`src/rtl/comp_pkg.sv`:
```
// Shared types and constants for the compressor front-end (stream_comp_flag_gen and its FIFO).
package comp_pkg;

  localparam int WORD_WIDTH_DEF = 32;
  localparam int CNT_WIDTH_DEF  = 16;
  localparam logic [4:0] RATIO_ONE = 5'd16;

  typedef enum logic {
    IDLE   = 1'b0,
    IN_PKT = 1'b1
  } state_t;

  typedef logic [CNT_WIDTH_DEF-1:0] cnt_t;

  // Ratios above one (16/16) are meaningless; treat them as "every word zero".
  function automatic logic [4:0] clamp_ratio(input logic [4:0] r);
    return (r > RATIO_ONE) ? RATIO_ONE : r;
  endfunction

endpackage

```
`src/rtl/stream_sync_fifo.sv`:
```
// Show-ahead synchronous FIFO: array storage with a registered read into an output stage,
// plus a bypass so a beat pushed into an empty FIFO appears on rdata the next cycle.
module stream_sync_fifo #(
  parameter int WIDTH = 34,
  parameter int DEPTH = 16
) (
  input  logic             clk,
  input  logic             rst,
  input  logic             push,
  input  logic [WIDTH-1:0] wdata,
  input  logic             pop,
  output logic [WIDTH-1:0] rdata,
  output logic             full,
  output logic             empty
);

  localparam int AW = $clog2(DEPTH);

  logic [WIDTH-1:0] mem [DEPTH];
  logic [AW-1:0]    wr_ptr_reg, rd_ptr_reg;
  logic [AW:0]      mem_cnt_reg;
  logic             out_valid_reg;
  logic [WIDTH-1:0] out_data_reg;

  logic out_free, mem_empty, bypass, mem_wr, mem_rd;

  assign out_free  = !out_valid_reg || pop;
  assign mem_empty = (mem_cnt_reg == '0);
  assign bypass    = push && out_free && mem_empty;
  assign mem_wr    = push && !bypass;
  assign mem_rd    = out_free && !mem_empty;

  // Occupancy counts the output stage too, so DEPTH beats fit in total.
  assign full  = ({1'b0, mem_cnt_reg} + {{(AW+1){1'b0}}, out_valid_reg}) == (AW+2)'(DEPTH);
  assign empty = !out_valid_reg;
  assign rdata = out_data_reg;

  always_ff @(posedge clk) begin
    if (mem_wr) begin
      mem[wr_ptr_reg] <= wdata;
    end
  end

  always_ff @(posedge clk) begin
    if (rst) begin
      wr_ptr_reg    <= '0;
      rd_ptr_reg    <= '0;
      mem_cnt_reg   <= '0;
      out_valid_reg <= 1'b0;
      out_data_reg  <= '0;
    end else begin
      if (mem_wr) begin
        wr_ptr_reg <= wr_ptr_reg + 1'b1;
      end
      if (mem_rd) begin
        rd_ptr_reg    <= rd_ptr_reg + 1'b1;
        out_data_reg  <= mem[rd_ptr_reg];
        out_valid_reg <= 1'b1;
      end else if (bypass) begin
        out_data_reg  <= wdata;
        out_valid_reg <= 1'b1;
      end else if (pop) begin
        out_valid_reg <= 1'b0;
      end
      mem_cnt_reg <= mem_cnt_reg + (AW+1)'(mem_wr) - (AW+1)'(mem_rd);
    end
  end

endmodule

```
`src/rtl/stream_comp_flag_gen.sv`:
```
// Buffers a packet stream, counts all-zero words per packet and pulses a compress decision at eop.
// Optional COMP_FLAG_STAT_EN adds packet / compressible-packet statistics counters.
`ifndef AXI_DATA_WIDTH
`define AXI_DATA_WIDTH 128
`endif

module stream_comp_flag_gen
  import comp_pkg::*;
#(
  parameter int DATA_WIDTH = `AXI_DATA_WIDTH,
  parameter int WORD_WIDTH = WORD_WIDTH_DEF,
  parameter int DEPTH      = 16,
  parameter int CNT_WIDTH  = CNT_WIDTH_DEF
) (
  input  logic                  clk,
  input  logic                  rst,
  input  logic                  s_valid,
  input  logic [DATA_WIDTH-1:0] s_data,
  input  logic                  s_sop,
  input  logic                  s_eop,
  output logic                  s_ready,
  output logic                  m_valid,
  output logic [DATA_WIDTH-1:0] m_data,
  output logic                  m_sop,
  output logic                  m_eop,
  input  logic                  m_ready,
  input  logic [4:0]            cfg_ratio,
  output logic                  comp_flag,
  output logic                  comp_flag_valid,
  output logic                  err_sticky
`ifdef COMP_FLAG_STAT_EN
  ,
  output logic [31:0]           stat_pkt_cnt,
  output logic [31:0]           stat_comp_cnt
`endif
);

  localparam int LANES = DATA_WIDTH / WORD_WIDTH;
  localparam int LW    = $clog2(LANES + 1);
  localparam int CMP_W = CNT_WIDTH + 5;

  logic                    fifo_full, fifo_empty, accept, pop;
  logic [DATA_WIDTH+1:0]   fifo_rdata;

  state_t                  state_reg, state_next;
  logic                    start_pkt, proto_err;
  logic [CNT_WIDTH-1:0]    zcnt_reg, tcnt_reg, zcnt_next, tcnt_next;
  logic [4:0]              ratio_q_reg, ratio_next;
  logic                    comp_flag_reg, comp_flag_valid_reg, err_reg, flag_next;

  logic [LANES-1:0]        lane_zero;
  logic [LW-1:0]           zero_lanes;
  logic [CMP_W-1:0]        zcnt_scaled, tcnt_scaled;

  assign s_ready = !fifo_full && !rst;
  assign accept  = s_valid && s_ready;
  assign m_valid = !fifo_empty;
  assign pop     = m_valid && m_ready;
  assign m_sop   = fifo_rdata[DATA_WIDTH+1];
  assign m_eop   = fifo_rdata[DATA_WIDTH];
  assign m_data  = fifo_rdata[DATA_WIDTH-1:0];

  stream_sync_fifo #(
    .WIDTH (DATA_WIDTH + 2),
    .DEPTH (DEPTH)
  ) u_fifo (
    .clk   (clk),
    .rst   (rst),
    .push  (accept),
    .wdata ({s_sop, s_eop, s_data}),
    .pop   (pop),
    .rdata (fifo_rdata),
    .full  (fifo_full),
    .empty (fifo_empty)
  );

  for (genvar gi = 0; gi < LANES; gi++) begin : g_lane
    assign lane_zero[gi] = (s_data[gi*WORD_WIDTH +: WORD_WIDTH] == '0);
  end

  always_comb begin
    zero_lanes = '0;
    for (int i = 0; i < LANES; i++) begin
      zero_lanes = zero_lanes + LW'(lane_zero[i]);
    end
  end

  function automatic logic [CNT_WIDTH-1:0] sat_add(input logic [CNT_WIDTH-1:0] base,
                                                   input logic [CNT_WIDTH:0]   inc);
    logic [CNT_WIDTH+1:0] sum;
    sum = {2'b00, base} + {1'b0, inc};
    if (sum > {2'b00, {CNT_WIDTH{1'b1}}}) begin
      return {CNT_WIDTH{1'b1}};
    end
    return sum[CNT_WIDTH-1:0];
  endfunction

  // A sop beat (or any beat seen while idle) opens a fresh count window.
  always_comb begin
    state_next = state_reg;
    start_pkt  = 1'b0;
    proto_err  = 1'b0;
    case (state_reg)
      IDLE: begin
        if (accept) begin
          start_pkt = 1'b1;
          proto_err = !s_sop;
          if (!s_eop) begin
            state_next = IN_PKT;
          end
        end
      end
      IN_PKT: begin
        if (accept) begin
          start_pkt = s_sop;
          proto_err = s_sop;
          if (s_eop) begin
            state_next = IDLE;
          end
        end
      end
      default: state_next = IDLE;
    endcase
  end

  assign zcnt_next   = sat_add(start_pkt ? '0 : zcnt_reg, (CNT_WIDTH+1)'(zero_lanes));
  assign tcnt_next   = sat_add(start_pkt ? '0 : tcnt_reg, (CNT_WIDTH+1)'(LANES));
  assign ratio_next  = start_pkt ? clamp_ratio(cfg_ratio) : ratio_q_reg;

  // zeros/total >= ratio/16, cross-multiplied to stay in integers.
  assign zcnt_scaled = {1'b0, zcnt_next, 4'b0000};
  assign tcnt_scaled = CMP_W'(tcnt_next) * CMP_W'(ratio_next);
  assign flag_next   = (zcnt_scaled >= tcnt_scaled);

  always_ff @(posedge clk) begin
    if (rst) begin
      state_reg           <= IDLE;
      zcnt_reg            <= '0;
      tcnt_reg            <= '0;
      ratio_q_reg         <= '0;
      comp_flag_reg       <= 1'b0;
      comp_flag_valid_reg <= 1'b0;
      err_reg             <= 1'b0;
    end else begin
      state_reg           <= state_next;
      comp_flag_valid_reg <= 1'b0;
      if (accept) begin
        zcnt_reg    <= zcnt_next;
        tcnt_reg    <= tcnt_next;
        ratio_q_reg <= ratio_next;
        if (s_eop) begin
          comp_flag_reg       <= flag_next;
          comp_flag_valid_reg <= 1'b1;
        end
      end
      if (proto_err) begin
        err_reg <= 1'b1;
      end
    end
  end

  assign comp_flag       = comp_flag_reg;
  assign comp_flag_valid = comp_flag_valid_reg;
  assign err_sticky      = err_reg;

`ifdef COMP_FLAG_STAT_EN
  logic [31:0] stat_pkt_reg, stat_comp_reg;

  always_ff @(posedge clk) begin
    if (rst) begin
      stat_pkt_reg  <= '0;
      stat_comp_reg <= '0;
    end else if (comp_flag_valid_reg) begin
      stat_pkt_reg <= stat_pkt_reg + 32'd1;
      if (comp_flag_reg) begin
        stat_comp_reg <= stat_comp_reg + 32'd1;
      end
    end
  end

  assign stat_pkt_cnt  = stat_pkt_reg;
  assign stat_comp_cnt = stat_comp_reg;
`endif

endmodule
```
`config.mk`:
```
export PLATFORM = sky130hd
export DESIGN_NAME = stream_comp_flag_gen
export DESIGN_NICKNAME = d
export VERILOG_FILES = /design/src/rtl/comp_pkg.sv /design/src/rtl/stream_sync_fifo.sv /design/src/rtl/stream_comp_flag_gen.sv
export SDC_FILE = /design/constraint.sdc
export NUM_CORES = 2
export LEC_CHECK = 0
export BUFFER_PORTS_ARGS = -buffer_cell sky130_fd_sc_hd__buf_4
export CAP_MARGIN = 20
export CORE_UTILIZATION = 30
export DETAILED_ROUTE_END_ITERATION = 16
export PLACE_DENSITY = 0.46
export SYNTH_ARGS = -nofsm -noshare
export SYNTH_HDL_FRONTEND = slang
export SYNTH_SLANG_ARGS = --single-unit
```
`constraint.sdc`:
```
create_clock -name clk -period 34.8 [get_ports clk]
set_clock_uncertainty 0.05 [all_clocks]
set_input_delay 0 -clock clk [delete_from_list [all_inputs] [get_ports clk]]
set_output_delay 0 -clock clk [all_outputs]
set_load 0.01 [all_outputs]
```
==> impl_metrics.py <==
metrics = {
    "run": {
        "maxCapViolations": 0,
    },
    "floorplanning": {
        "fp.dieH_um": 550,
        "ios": 274,
        "die_w_um": 550,
        "coreArea_um2": 298000,
        "initial_core_util_pct": 30.2,
        "rows": 200,
        "die_area_um2": 302000,
    },
    "cells_and_area": {
        "nets": 5377,
        "layout_commonest_cell": "edfxtp_1",
        "areaGrowthSynthToFinish_pct": 20.0,
        "fill_cells": 27478,
        "largest_reg_flops": 2080,
        "regMostFlops": "u_fifo.mem",
        "design_area_um2": 108000,
        "drive_gt1_share_pct": 26.9,
        "final_cell_mix": "edfxtp_1 (2080), mux4_2 (650), buf_4 (369)",
    },
    "critical_path": {
        "worstPathArrival_ns": 9.69,
        "worstSetupPathType": "reg -> reg",
        "cp-end-kind": "flip-flop",
        "startpoint_type": "flip-flop",
        "r2r_start": "u_fifo.out_valid_reg",
        "cp.required_ns": 35.54,
        "critical_path.max_fanout": 45,
        "timing.rr.end": "comp_flag",
        "r2r.worst_path.cells": 32,
        "crit_slowest_cell": "nor4_2",
        "r2r_setup_slack_ns": 25.85,
        "crit_top_cell": "ha_1",
        "slowest_delay_ns": 0.79,
    },
    "outcome": {
        "status": "completed",
    },
    "timing": {
        "fin_tns_setup_ns": 0,
        "final_hold_viol_count": 0,
        "finalCriticalPeriod_ns": 8.95,
        "rsz0062_at_grt": "false",
        "max_freq_ghz": 0.112,
        "min_period_over_period_pct": 25.7,
        "hold-worst-slack_ns": 0.0446,
        "tightestPinTransition_ns": 1.16,
        "maxSlewHeadroom_pct": 22.4,
        "maxSlewViolCount": 0,
        "setup_viol": 0,
        "timing.final.ws_setup_ns": 25.85,
    },
    "yosys": {
        "synth-seq-cells": 2269,
        "ys_async_sr_fraction_pct": 0,
        "synth_fa_ha_area_share_pct": 1.91,
        "syn_area_um2": 90000,
        "synth_top_family_by_area": "multiplexers",
        "synth_mux_area_share_pct": 16.4,
        "synth.area.top_cells": "edfxtp_1 (69%), mux4_2 (16%), dfxtp_1 (4.2%)",
        "synth.largest_area_cell": "edfxtp_1",
        "synth_flop_cell": "edfxtp_1",
        "synthCells": 4471,
        "synth_edf_count": 2080,
        "synthesis.nets": 4720,
        "yosys_warnings": 0,
        "synth_xor_area_share_pct": 0.399,
        "synth_compound_area_share_pct": 3.00,
        "synthSimpleGateAreaFrac_pct": 3.19,
        "synthDistinctLibCells": 73,
        "syn_area_per_cell_um2": 20.1,
        "synth_top_area_share_pct": 69.4,
        "ys_seq_area_share_pct": 73.6,
    },
    "detailed_routing": {
        "vias": 46810,
        "wl_um": 262000,
        "first_pass_iters": 5,
        "drtAntennaViolNets": 0,
        "drcViolationCount": 0,
        "vias_per_cell": 5.05,
        "drt_iter0_drc": 3882,
        "wl_per_cell_um": 28.3,
    },
    "hold_path": {
        "hold_path_class": "in -> reg",
        "hold_path.startpoint": "s_data[64]",
        "whs_endpoint": "u_fifo.mem[0][64]",
        "hold_depth": 2,
    },
    "clocking": {
        "htreeDepth": 5,
        "cts.clk_slew.worst_paths_ns": 0.06,
        "cts_sinks": 2269,
        "cts-root-buf": "clkbuf_16",
        "cts_buffer_depth": 4,
        "post_cts_resized": 0,
        "cts_buffers": 265,
        "cts_tree": "yes",
        "postCtsSetupBuffers": 0,
        "clkLatencyLatePin_ns": 0.88,
    },
    "placed_design": {
        "dp_hpwl_um": 135000,
        "post_dp_cell_area_um2": 96700,
        "routabilityCongestion": 0.769,
        "port-buffer-count": 273,
        "post-place-ws_ns": 25.89,
    },
    "global_routing": {
        "overflow": 0,
        "antenna_found_initial": 30,
        "grt_first_pass_wirelength_um": 372000,
        "grt_pass1_vias": 48748,
        "grt_max_degree": 102,
        "grtUsageTotal_pct": 17.2,
    },
    "power": {
        "leakage_nw": 34.3,
        "power_mw": 7.56,
        "power_density_nw_per_um2": 70.0,
        "peakVddDrop_uv": 48.5,
    },
}
[where the power goes]
group | internal (mW) | switching [mW] | leakage (nW)
combinational | 0.761 | 0.872 | 9.83
clock | 1.62 | 1.10 | 4.13
sequential | 3.09 | 0.107 | 20.3
total | 5.48 | 2.08 | 34.3
[cell usage after synthesis (all sizes together), types with 5 or more instances]
| cell | number |
|---|---|
| a211oi | 8 |
| a21o | 15 |
| a21oi | 59 |
| a31oi | 137 |
| and2 | 13 |
| and3 | 31 |
| buf | 110 |
| clkbuf | 146 |
| dfxtp | 189 |
| edfxtp | 2080 |
| fa | 46 |
| ha | 64 |
| inv | 61 |
| mux2i | 8 |
| mux4 | 650 |
| nand2 | 296 |
| nand2b | 12 |
| nand3 | 42 |
| nand4 | 19 |
| nor2 | 111 |
| nor2b | 9 |
| nor3 | 16 |
| nor4 | 40 |
| o211ai | 5 |
| o21ai | 180 |
| o22ai | 6 |
| o31ai | 5 |
| or2 | 7 |
| or3 | 6 |
| xnor2 | 21 |
| xor2 | 20 |
[routing by layer]
metal / track usage, % / up-vias / routed length (um)
li1: - / 19816 / -
met1: 24.4 / 25466 / 119000
met2: 28.2 / 1177 / 126000
met3: 2.37 / 339 / 12200
met4: 3.87 / 12 / 4950
met5: 0 / - / 74
[worst max path at each step]
stage,start,end,slack [ns]
6_report,u_fifo.out_valid_reg,comp_flag,25.85
5_1_grt,u_fifo.out_valid_reg,comp_flag,25.00
4_1_cts,u_fifo.out_valid_reg,comp_flag,25.84
3_5_place_dp,u_fifo.out_valid_reg,comp_flag,25.89
3_3_place_gp,u_fifo.out_valid_reg,comp_flag,25.95
2_1_floorplan,u_fifo.out_valid_reg,u_fifo.mem[3][0],23.52
[timing repair]
action,in CTS,in global routing
setup endpoints to repair,0,0
hold buffers,274,0
endpoints found under the hold margin,2266,0
[area by class of cell]
| type | instances | area [um^2] | share of cell area, % |
|---|---|---|---|
| Clock buffer | 374 | 7470 | 6.92 |
| Tap cell | 3939 | 4930 | 4.57 |
| Clock inverter | 97 | 973 | 0.902 |
| Antenna cell | 4 | 10.0 | 0.00927 |
| Inverter | 61 | 241 | 0.224 |
| Sequential cell | 2269 | 66300 | 61.4 |
| Multi-Input combinational cell | 1885 | 22500 | 20.8 |
| Timing Repair Buffer | 646 | 5570 | 5.16 |
[logic make-up after synthesis]
family | after synthesis
mux | 658
compound gates | 453
xor+xnor | 41
simple gates | 623
fa+ha+maj | 110
buf+inv | 317
flops | 2269
[worst max-delay path, delay by kind of cell (launching register included)]
family	cells	cell delay, ns
compound gates	11	2.49
fa+ha+maj	8	2.76
simple gates	7	2.40
mux	1	0.10
flops	1	0.33
xor+xnor	1	0.09
buf+inv	4	0.59
[metrics by stage]
stage	instances	util (%)
after floorplan	4471	-
after global placement	8523	32.5
after detailed placement	8525	32.5
after CTS	9270	36.3
after global routing	9273	36.3
final	9275	36.3
Note: power is estimated with default switching activity, not from simulation.
